`src/rtl/mem_access_unit.sv`:
```
// rtl/mem_access_unit.sv - data-memory initiator: one load/store at a time, single-cycle response
// Optional MEM_BYTE_OPS_EN builds byte loads (lb/lbu) and read-modify-write byte stores.
module mem_access_unit #(
  parameter int MEM_WORDS    = 128,
  parameter int ADDR_W       = 8,
  parameter int ACCESS_STAGE = 3
) (
  input  logic              clock,
  input  logic              resetn,
  input  logic              req_valid,
  output logic              req_ready,
  input  logic              req_write,
  input  logic              req_byte,
  input  logic              req_unsigned,
  input  logic [31:0]       req_addr,
  input  logic [31:0]       req_wdata,
  output logic              resp_valid,
  output logic [31:0]       resp_rdata,
  output logic              resp_err,
  output logic              busy,
  output logic              memWrite,
  output logic              memRead,
  output logic [ADDR_W-1:0] memaddress,
  output logic [31:0]       invalue,
  input  logic [31:0]       outvalue,
  output logic [2:0]        stage
);

  typedef enum logic [2:0] {
    S_IDLE,
    S_RD,
    S_WAIT,
    S_WR,
    S_ERR,
    S_RESP
`ifdef MEM_BYTE_OPS_EN
    , S_RMW_RD,
    S_RMW_WAIT
`endif
  } state_t;

  localparam logic [31:0] LP_WORDS = 32'(MEM_WORDS);
  localparam logic [2:0]  LP_STAGE = 3'(ACCESS_STAGE);

  state_t              r_state;
  state_t              w_next_state;
  logic [ADDR_W-1:0]   r_memaddress;
  logic [31:0]         r_invalue;
  logic [31:0]         r_rdata;

  logic [ADDR_W-1:0]   w_index;
  logic                w_upper_err;
  logic                w_range_err;
  logic                w_align_err;
  logic                w_byte_err;
  logic                w_req_err;
  logic                w_accept;
  logic [31:0]         w_load_data;

  assign w_index     = req_addr[ADDR_W+1:2];
  assign w_upper_err = |req_addr[31:ADDR_W+2];
  assign w_range_err = 32'(w_index) >= LP_WORDS;
  assign w_align_err = !req_byte && (req_addr[1:0] != 2'b00);
  assign w_req_err   = w_upper_err || w_range_err || w_align_err || w_byte_err;
  assign w_accept    = req_valid && req_ready;

  assign memaddress  = r_memaddress;
  assign invalue     = r_invalue;
  assign resp_rdata  = r_rdata;

`ifdef MEM_BYTE_OPS_EN
  logic        r_byte;
  logic        r_unsigned;
  logic [1:0]  r_lane;
  logic [7:0]  r_wbyte;
  logic [7:0]  w_lane_byte;
  logic [31:0] w_merged;

  assign w_byte_err  = 1'b0;
  assign w_lane_byte = outvalue[{r_lane, 3'b000} +: 8];
  assign w_load_data = !r_byte     ? outvalue :
                       r_unsigned ? {24'h000000, w_lane_byte} :
                                    {{24{w_lane_byte[7]}}, w_lane_byte};

  always_comb begin
    w_merged = outvalue;
    w_merged[{r_lane, 3'b000} +: 8] = r_wbyte;
  end

  always_ff @(posedge clock) begin
    if (!resetn) begin
      r_byte     <= 1'b0;
      r_unsigned <= 1'b0;
      r_lane     <= 2'b00;
      r_wbyte    <= 8'h00;
    end else if (w_accept) begin
      r_byte     <= req_byte;
      r_unsigned <= req_unsigned;
      r_lane     <= req_addr[1:0];
      r_wbyte    <= req_wdata[7:0];
    end
  end
`else
  // Byte requests are rejected, so the sign/zero-extension select is never consulted.
  logic w_unused_ok;
  assign w_unused_ok = req_unsigned;
  assign w_byte_err  = req_byte;
  assign w_load_data = outvalue;
`endif

  always_ff @(posedge clock) begin
    if (!resetn) begin
      r_state <= S_IDLE;
    end else begin
      r_state <= w_next_state;
    end
  end

  always_comb begin
    w_next_state = r_state;
    req_ready    = 1'b0;
    busy         = 1'b1;
    memRead      = 1'b0;
    memWrite     = 1'b0;
    stage        = 3'd0;
    resp_valid   = 1'b0;
    resp_err     = 1'b0;
    case (r_state)
      S_IDLE: begin
        req_ready = 1'b1;
        busy      = 1'b0;
        if (req_valid) begin
          if (w_req_err)       w_next_state = S_ERR;
          else if (!req_write) w_next_state = S_RD;
`ifdef MEM_BYTE_OPS_EN
          else if (req_byte)   w_next_state = S_RMW_RD;
`endif
          else                 w_next_state = S_WR;
        end
      end
      S_RD: begin
        memRead      = 1'b1;
        stage        = LP_STAGE;
        w_next_state = S_WAIT;
      end
      S_WAIT: w_next_state = S_RESP;
      S_WR: begin
        memWrite     = 1'b1;
        stage        = LP_STAGE;
        w_next_state = S_RESP;
      end
      S_ERR: begin
        resp_valid   = 1'b1;
        resp_err     = 1'b1;
        w_next_state = S_IDLE;
      end
      S_RESP: begin
        resp_valid   = 1'b1;
        w_next_state = S_IDLE;
      end
`ifdef MEM_BYTE_OPS_EN
      S_RMW_RD: begin
        memRead      = 1'b1;
        stage        = LP_STAGE;
        w_next_state = S_RMW_WAIT;
      end
      S_RMW_WAIT: w_next_state = S_WR;
`endif
      default: w_next_state = S_IDLE;
    endcase
  end

  // memaddress is only moved by good requests so it keeps its last value while idle or on errors.
  always_ff @(posedge clock) begin
    if (!resetn) begin
      r_memaddress <= '0;
      r_invalue    <= 32'h0;
      r_rdata      <= 32'h0;
    end else begin
      if (w_accept) begin
        r_rdata <= 32'h0;
        if (!w_req_err) begin
          r_memaddress <= w_index;
          if (req_write && !req_byte) begin
            r_invalue <= req_wdata;
          end
        end
      end
      if (r_state == S_WAIT) begin
        r_rdata <= w_load_data;
      end
`ifdef MEM_BYTE_OPS_EN
      if (r_state == S_RMW_WAIT) begin
        r_invalue <= w_merged;
      end
`endif
    end
  end

endmodule

```
`config.mk`:
```
export PLATFORM = sky130hd
export DESIGN_NAME = mem_access_unit
export DESIGN_NICKNAME = d
export VERILOG_FILES = /design/src/rtl/mem_access_unit.sv
export SDC_FILE = /design/constraint.sdc
export NUM_CORES = 1
export LEC_CHECK = 0
export ABC_AREA = 1
export BUFFER_PORTS_ARGS = -buffer_cell sky130_fd_sc_hd__clkbuf_2
export CAP_MARGIN = 20
export CORE_UTILIZATION = 40
export CTS_CLUSTER_DIAMETER = 80
export DETAILED_ROUTE_END_ITERATION = 16
export PLACE_DENSITY_LB_ADDON = 0.25
export SYNTH_ARGS = -nofsm -noshare
export SYNTH_HDL_FRONTEND = slang
export SYNTH_SLANG_ARGS = --single-unit
```
`constraint.sdc`:
```
create_clock -name clock -period 1.85 [get_ports clock]
set_input_delay 0.185 -clock clock [delete_from_list [all_inputs] [get_ports clock]]
set_output_delay 0.185 -clock clock [all_outputs]
set_load 0.02 [all_outputs]
```
Word level (Yosys, flattened, before mapping) --
Cells that the tools add are included.
Cells by class: add/subtract/negate cells 0, bitwise gates (word level) 1, reduce and logical (&&, ||, !) cells 16, div/mod/pow operators 0, order comparisons 1, multiplexer cells 13, shift-type cells 0, multipliers 0, equal/unequal tests 6
Operator list (number):
- $mux 32 | 2
- $reduce_or 22->1 | 1
- $pmux 3 s3 | 1
- $ge 8x8->1 const B | 1
- $eq 3x2->1 const B | 2
- $eq 3x3->1 const B | 2
- $mux 1 | 6
- $mux 3 | 2
- $reduce_or 2->1 | 3
- $mux 2 | 2
- $reduce_bool 2->1 | 2
- $eq 3x1->1 const B | 1
- $logic_and 1x1->1 | 3
- $logic_not 3->1 | 1
- $logic_or 1x1->1 | 3
- $reduce_and 3->1 | 1
- $ne 2x2->1 const B | 1
- $reduce_and 2->1 | 1
- $logic_not 1->1 | 1
- $not 1->1 | 1
Storage, ports and cells: ROM bits 0, memory bits (writable) 0, memories kept 0, output and inout port bits 81, word-level logic and storage cells 41, bits in latches 0, bits of input ports 102, bits in registers 75

Depth between registers and ports, before layout --
Gate-level depths: netlist of the first run.
depth after elaboration 7, depth in mapped cells 9, gate-level depth less buffers 8

Worst setup path before layout of the first run --
Ideal clock, no wire load.
path kind register -> register, from register r_state[0], to register r_invalue[18] (netlist: invalue[18]), slack 445 ps, stages on the path, launching flop included 9, data required time 1737 ps, period minus slack after synthesis 1405 ps, arrival time 1292 ps, cells stage by stage dfxtp_1 > inv_2 > nand3_4 > nor2_4 > buf_2 > buf_2 > nand4_1 > nand2_1 > nor2_1
Between the ends: word-level cells in the longest chain between the ends 4
RTL lines:
- start, declared | RTL line 45 | state_t r_state;
- start signal, assigned | RTL line 115 | r_state <= w_next_state;
- $logic_not 3->1 | RTL line 128 | case (r_state)
- $mux 1 | RTL line 128
- $logic_and 1x1->1 | RTL line 65 | assign w_accept = req_valid && req_ready;
- $reduce_and 3->1 (no source line)
- end signal, assigned | RTL line 185 | r_invalue <= req_wdata;
- end, declared | RTL line 48 | logic [31:0] r_invalue;
Every way passes these cells. A chain may end at the register's enable or synchronous reset.

Worst setup path after layout of the first run --
from register r_state[1], to register r_invalue[25] (netlist: invalue[25])
The elaborated chain is that of the path after synthesis.

==> impl_metrics.py, run 1 <==
metrics = {
    "outcome": {
        "status": "finished clean",
    },
    "clock_tree": {
        "cts_resized": 0,
        "clkTransAtPathRegs_ns": 0.08,
        "postCtsSetupBuffers": 0,
        "cts_hold_buffers": 0,
        "cts_buffers": 9,
        "cts_sinks": 75,
        "clock_path_buffers": 2,
        "cts-root-buf": "clkbuf_8",
        "ctsHtreeMaxLevel": 3,
        "cts_tree": "yes",
        "clock_latency_ns": 0.34,
    },
    "min_path": {
        "whs_endpoint": "resp_rdata[5]",
        "holdCritStartpoint": "outvalue[5]",
        "hp-class": "in2reg",
        "hold-path-cell-count": 3,
    },
    "die": {
        "initial_core_util_pct": 41.3,
        "die_y_um": 91.1,
        "row_count": 32,
        "ioPinCount": 183,
        "dieArea_um2": 8300,
        "fp.dieW_um": 91.1,
        "core_um2": 7690,
    },
    "placed_design": {
        "io_buffers": 180,
        "dp.cells": 708,
        "hpwl_um": 6180,
        "dp_slack_ns": 0.274,
        "gp_congestion": 0.792,
    },
    "global_route": {
        "grt_pass1_wl_um": 14100,
        "grt_max_degree": 40,
        "antenna_found_initial": 0,
        "overflow": 0,
        "first_global_vias": 3170,
        "grt_use_total_pct": 20.8,
    },
    "route": {
        "routedWlPerCell_um": 11.8,
        "viasPerCell": 4.77,
        "vias": 3452,
        "drt_iter0_markers": 150,
        "drtAntennaViolNets": 0,
        "detail_route.first_pass.iterations": 7,
        "route.detailed.drc": 0,
        "wl_um": 8550,
    },
    "critical_path": {
        "r2r_cells": 8,
        "crit_fanout": 32,
        "endpoint_kind": "flop",
        "critPathRequiredTime_ns": 2.13,
        "r2r-end": "invalue[25]",
        "timing.rr.start": "r_state[1]",
        "path_class": "reg2reg",
        "reg2reg_slack_ns": 0.29,
        "cp.arrival_ns": 1.84,
        "cp-start-kind": "flop",
    },
    "synthesis": {
        "syn_area_um2": 3180,
        "ys_types": 21,
        "synthArstFlopShare_pct": 0,
        "synth-edff-count": 0,
        "synth_top_area_share_pct": 47.3,
        "synth_top_cell_by_area": "dfxtp_1",
        "synth_common_cells": "87 x nor2_1, 83 x nand2_1, 75 x dfxtp_1",
        "synth_top_family_by_area": "simple AND/OR/NAND/NOR gates",
        "synth-compound-area-share_pct": 7.17,
        "synth_simple_gate_area_share_pct": 35.1,
        "synth.avg_cell_area_um2": 7.12,
        "yosysSeqAreaShare_pct": 47.3,
        "synth_flop_cell": "dfxtp_1",
        "ys_seq_elements": 75,
        "synth_xor_area_share_pct": 0,
        "ys_warn_count": 0,
        "synthTopCellsByArea": "dfxtp_1 47%, nor2_1 10%, nand2_1 9.8%, a21oi_1 6.8%, nand3_1 6.5%",
        "synth.mux.area_fraction_pct": 0,
        "syn_inst": 446,
        "syn_nets": 548,
        "yosys.area_share.adder_pct": 0,
        "synth_most_common_cell": "nor2_1",
    },
    "timing": {
        "rsz0062_at_grt": "no",
        "fmax_mhz": 641,
        "hold_viol_final": 0,
        "skew_ns": 0.00755,
        "min_period_over_period_pct": 84.3,
        "setup_viol": 0,
        "slew_viol_final": 0,
        "fin_ws_ns": 0.290,
        "setup_tns_ns": 0,
        "layout_min_cycle_time_ns": 1.56,
    },
    "layout": {
        "area_growth_pct": 37.4,
        "drive_gt1_share_pct": 35.4,
        "final_util_pct": 56.7,
        "multi_input_area_um2": 1360,
        "diodes": 0,
        "filler_cell_count": 763,
        "seqCellArea_um2": 1500,
        "finalNetCount": 719,
        "instances_no_fill": 724,
    },
    "power_and_ir_drop": {
        "p_leak_nw": 2.14,
        "finalPower_mw": 3.02,
        "vdd_drop_max_uv": 454,
        "power.density_nw_per_um2": 692,
    },
    "flow_run": {
        "drv_cap": 0,
    },
}
layout by cell type, fill, tap and decap left out, types with 2 or more instances in the layout:
master	netlist	routed
nand4_1	32	32
a21oi_1	43	42
inv_1	40	40
nor2_1	87	85
buf_4	2	10
nand2_1	83	83
nor2_4	2	2
clkbuf_8	0	10
clkinv_2	0	2
buf_12	0	3
nand3_1	41	41
dfxtp_1	75	75
clkinvlp_4	0	3
inv_2	3	3
clkbuf_2	0	180
nor2_2	1	3
sequential cells by signal, summed over array words and instances (netlist names):
| register | count |
|---|---|
| resp_rdata | 32 |
| invalue | 32 |
| memaddress | 8 |
| r_state | 3 |
layout make-up:
cell class,instances,share of cell area (%)
clock buffer,10,3.16
clock inverter,6,0.947
inverter,43,3.70
multi-input combinational,295,31.1
sequential,75,34.4
tap,102,2.93
timing repair buffer,193,23.8
worst max-delay path by stage:
stage                start             to  slack [ns]  cells after the start
2_1_floorplan   r_state[0]    invalue[18]        0.44                      8
5_1_grt         r_state[1]    invalue[24]        0.15                      8
3_5_place_dp   req_addr[1]  memaddress[2]        0.27                      9
3_3_place_gp      req_byte    invalue[14]        0.29                     10
4_1_cts         r_state[1]    invalue[25]        0.27                      8
6_report        r_state[1]    invalue[25]        0.29                      8
cell families (layout without fill, tap and decap cells):
kind of cell | count (synthesis) | after routing
simple gates | 249 | 249
compound gates | 45 | 45
buf+inv | 76 | 252
flops | 75 | 75
other cells | 1 | 1
per-layer routing:
| layer | track usage (%) | up-vias | part of all wire, % |
|---|---|---|---|
| li1 | - | 1768 | - |
| met1 | 24.9 | 1520 | 44 |
| met2 | 35.2 | 150 | 45 |
| met3 | 5.70 | 14 | 8.8 |
| met4 | 8.47 | 0 | 2.0 |
| met5 | 0 | - | 0 |
power breakdown:
group          switching [mW]  internal [mW]  leakage (nW)
Sequential            0.00189           1.61         0.604
Clock                   0.617          0.521        0.0843
Combinational           0.148          0.117          1.45
worst max-delay path, cell delays in order (launching register included):
cell and delay, ns:
dfxtp_1 0.33, inv_2 0.13, nand3_4 0.11, nor2_4 0.18, nand4_4 0.22, nor2_4 0.16
buf_12 0.20, nor2_1 0.06, nor2_1 0.11
stage by stage:
stage,area [um^2],hold WS (ns)
after global routing,4360,0.0784
final,4360,0.0856
after CTS,4360,0.0672
after detailed placement,4180,0.443
after global placement,4180,0.431
after floorplan,3180,0.346
Power figures use the tool's default switching activity.
==> inputs of run 2 (changes only) <==
==> constraint.sdc (replaced) <==
create_clock -name clock -period 1.58 [get_ports clock]
set_input_delay 0.158 -clock clock [delete_from_list [all_inputs] [get_ports clock]]
set_output_delay 0.158 -clock clock [all_outputs]
set_load 0.02 [all_outputs]
==> impl_metrics.py, run 2 (synthesized netlist as in run 1, its figures left out) <==
metrics = {
    "outcome": {
        "status": "finished clean",
    },
    "route": {
        "drtAntennaViolNets": 0,
        "vias": 3485,
        "drt_iter0_markers": 128,
        "detail_route.first_pass.iterations": 4,
        "routedWlPerCell_um": 12.0,
        "wl_um": 8690,
        "route.detailed.drc": 0,
        "viasPerCell": 4.79,
    },
    "placed_design": {
        "io_buffers": 180,
        "dp_slack_ns": 0.0555,
        "hpwl_um": 6380,
        "gp_congestion": 0.809,
    },
    "min_path": {
        "hp-class": "in2reg",
        "hold-path-cell-count": 3,
    },
    "clock_tree": {
        "clock_latency_ns": 0.33,
        "cts_resized": 0,
        "cts_sinks": 75,
        "ctsHtreeMaxLevel": 3,
        "cts_buffers": 9,
        "postCtsSetupBuffers": 0,
        "cts_tree": "yes",
        "clock_path_buffers": 2,
        "cts-root-buf": "clkbuf_8",
        "cts_hold_buffers": 0,
        "clkTransAtPathRegs_ns": 0.08,
    },
    "power_and_ir_drop": {
        "finalPower_mw": 3.98,
        "vdd_drop_max_uv": 469,
        "p_leak_nw": 2.20,
        "power.density_nw_per_um2": 891,
    },
    "flow_run": {
        "drv_cap": 0,
    },
    "die": {
        "die_y_um": 91.1,
        "core_um2": 7690,
        "dieArea_um2": 8300,
        "initial_core_util_pct": 41.3,
        "row_count": 32,
        "fp.dieW_um": 91.1,
        "ioPinCount": 183,
    },
    "global_route": {
        "grt_pass1_wl_um": 14300,
        "met1_usage_pct": 25.7,
        "overflow": 0,
        "grt_max_degree": 36,
        "busiest_layer": "met2",
        "first_global_vias": 3287,
        "antenna_found_initial": 0,
        "met2_usage_pct": 35.5,
        "grt_use_total_pct": 21.2,
        "met3_usage_pct": 6.11,
    },
    "timing": {
        "fmax_mhz": 674,
        "fin_ws_ns": 0.0957,
        "min_period_over_period_pct": 93.9,
        "setup_tns_ns": 0,
        "skew_ns": 0.00980,
        "hold_viol_final": 0,
        "layout_min_cycle_time_ns": 1.48,
        "slew_viol_final": 0,
        "setup_viol": 0,
        "rsz0062_at_grt": "yes",
    },
    "layout": {
        "diodes": 0,
        "layout_commonest_cell": "clkbuf_2",
        "finalNetCount": 722,
        "area_growth_pct": 40.8,
        "drive_gt1_share_pct": 35.5,
        "final_cell_mix": "180 x clkbuf_2, 85 x nor2_1, 83 x nand2_1",
        "final_util_pct": 58.2,
    },
    "critical_path": {
        "reg2reg_slack_ns": 0.11,
        "path_class": "reg2out",
        "critPathRequiredTime_ns": 1.42,
        "cp-start-kind": "flop",
        "cp.arrival_ns": 1.33,
        "endpoint_kind": "output pin",
        "r2r_cells": 8,
        "crit_fanout": 5,
    },
}
## run 2: cell types whose count changed in the layout (fill, tap and decap cells not counted), sizes merged
cell      delta
bufinv       +3
buf          +3
clkinvlp     -3
clkbuf       +1
clkinv       -1
## run 2: report_power, final
part | internal, mW | leakage (nW) | switching (mW) | total (mW)
Combinational | 0.143 | 1.48 | 0.175 | 0.318
Sequential | 1.89 | 0.604 | 0.00217 | 1.89
Clock | 1.09 | 0.123 | 0.683 | 1.77
## run 2: cell type report
class / count / area (um^2)
clock inverter: 5 / 100
tap: 102 / 128
sequential: 75 / 1500
multi-input combinational: 295 / 1360
inverter: 43 / 161
clock buffer: 11 / 141
timing repair buffer: 196 / 1070
fill: 771 / 3220
## run 2: critical path, cell delays in order (launching register included)
cell      delay (ns)
dfxtp_1         0.33
inv_2           0.08
nor2_1          0.23
nand2_1         0.13
inv_1           0.08
clkbuf_2        0.16
## run 2: stage by stage
stage	hold slack [ns]	cell area, um^2	instances
floorplan	0.319	3180	446
global placement	0.412	4220	711
detailed placement	0.416	4220	711
CTS	0.0561	4460	727
global route	0.0636	4470	727
finish	0.0696	4470	727
## run 2: path summary, 6_finish.rpt
path	from	to
max	r_state[0]	memRead
min	outvalue[25]	resp_rdata[25]
max reg2reg	r_state[2]	invalue[0]
min reg2reg	memaddress[7]	memaddress[7]
## run 2: metal layers
layer / wire length [um] / part of all wire, % / up-vias
met5: 0 / 0 / -
met3: 808 / 9.3 / 11
li1: - / - / 1778
met4: 121 / 1.4 / 0
met1: 3710 / 43 / 1552
met2: 4050 / 47 / 144
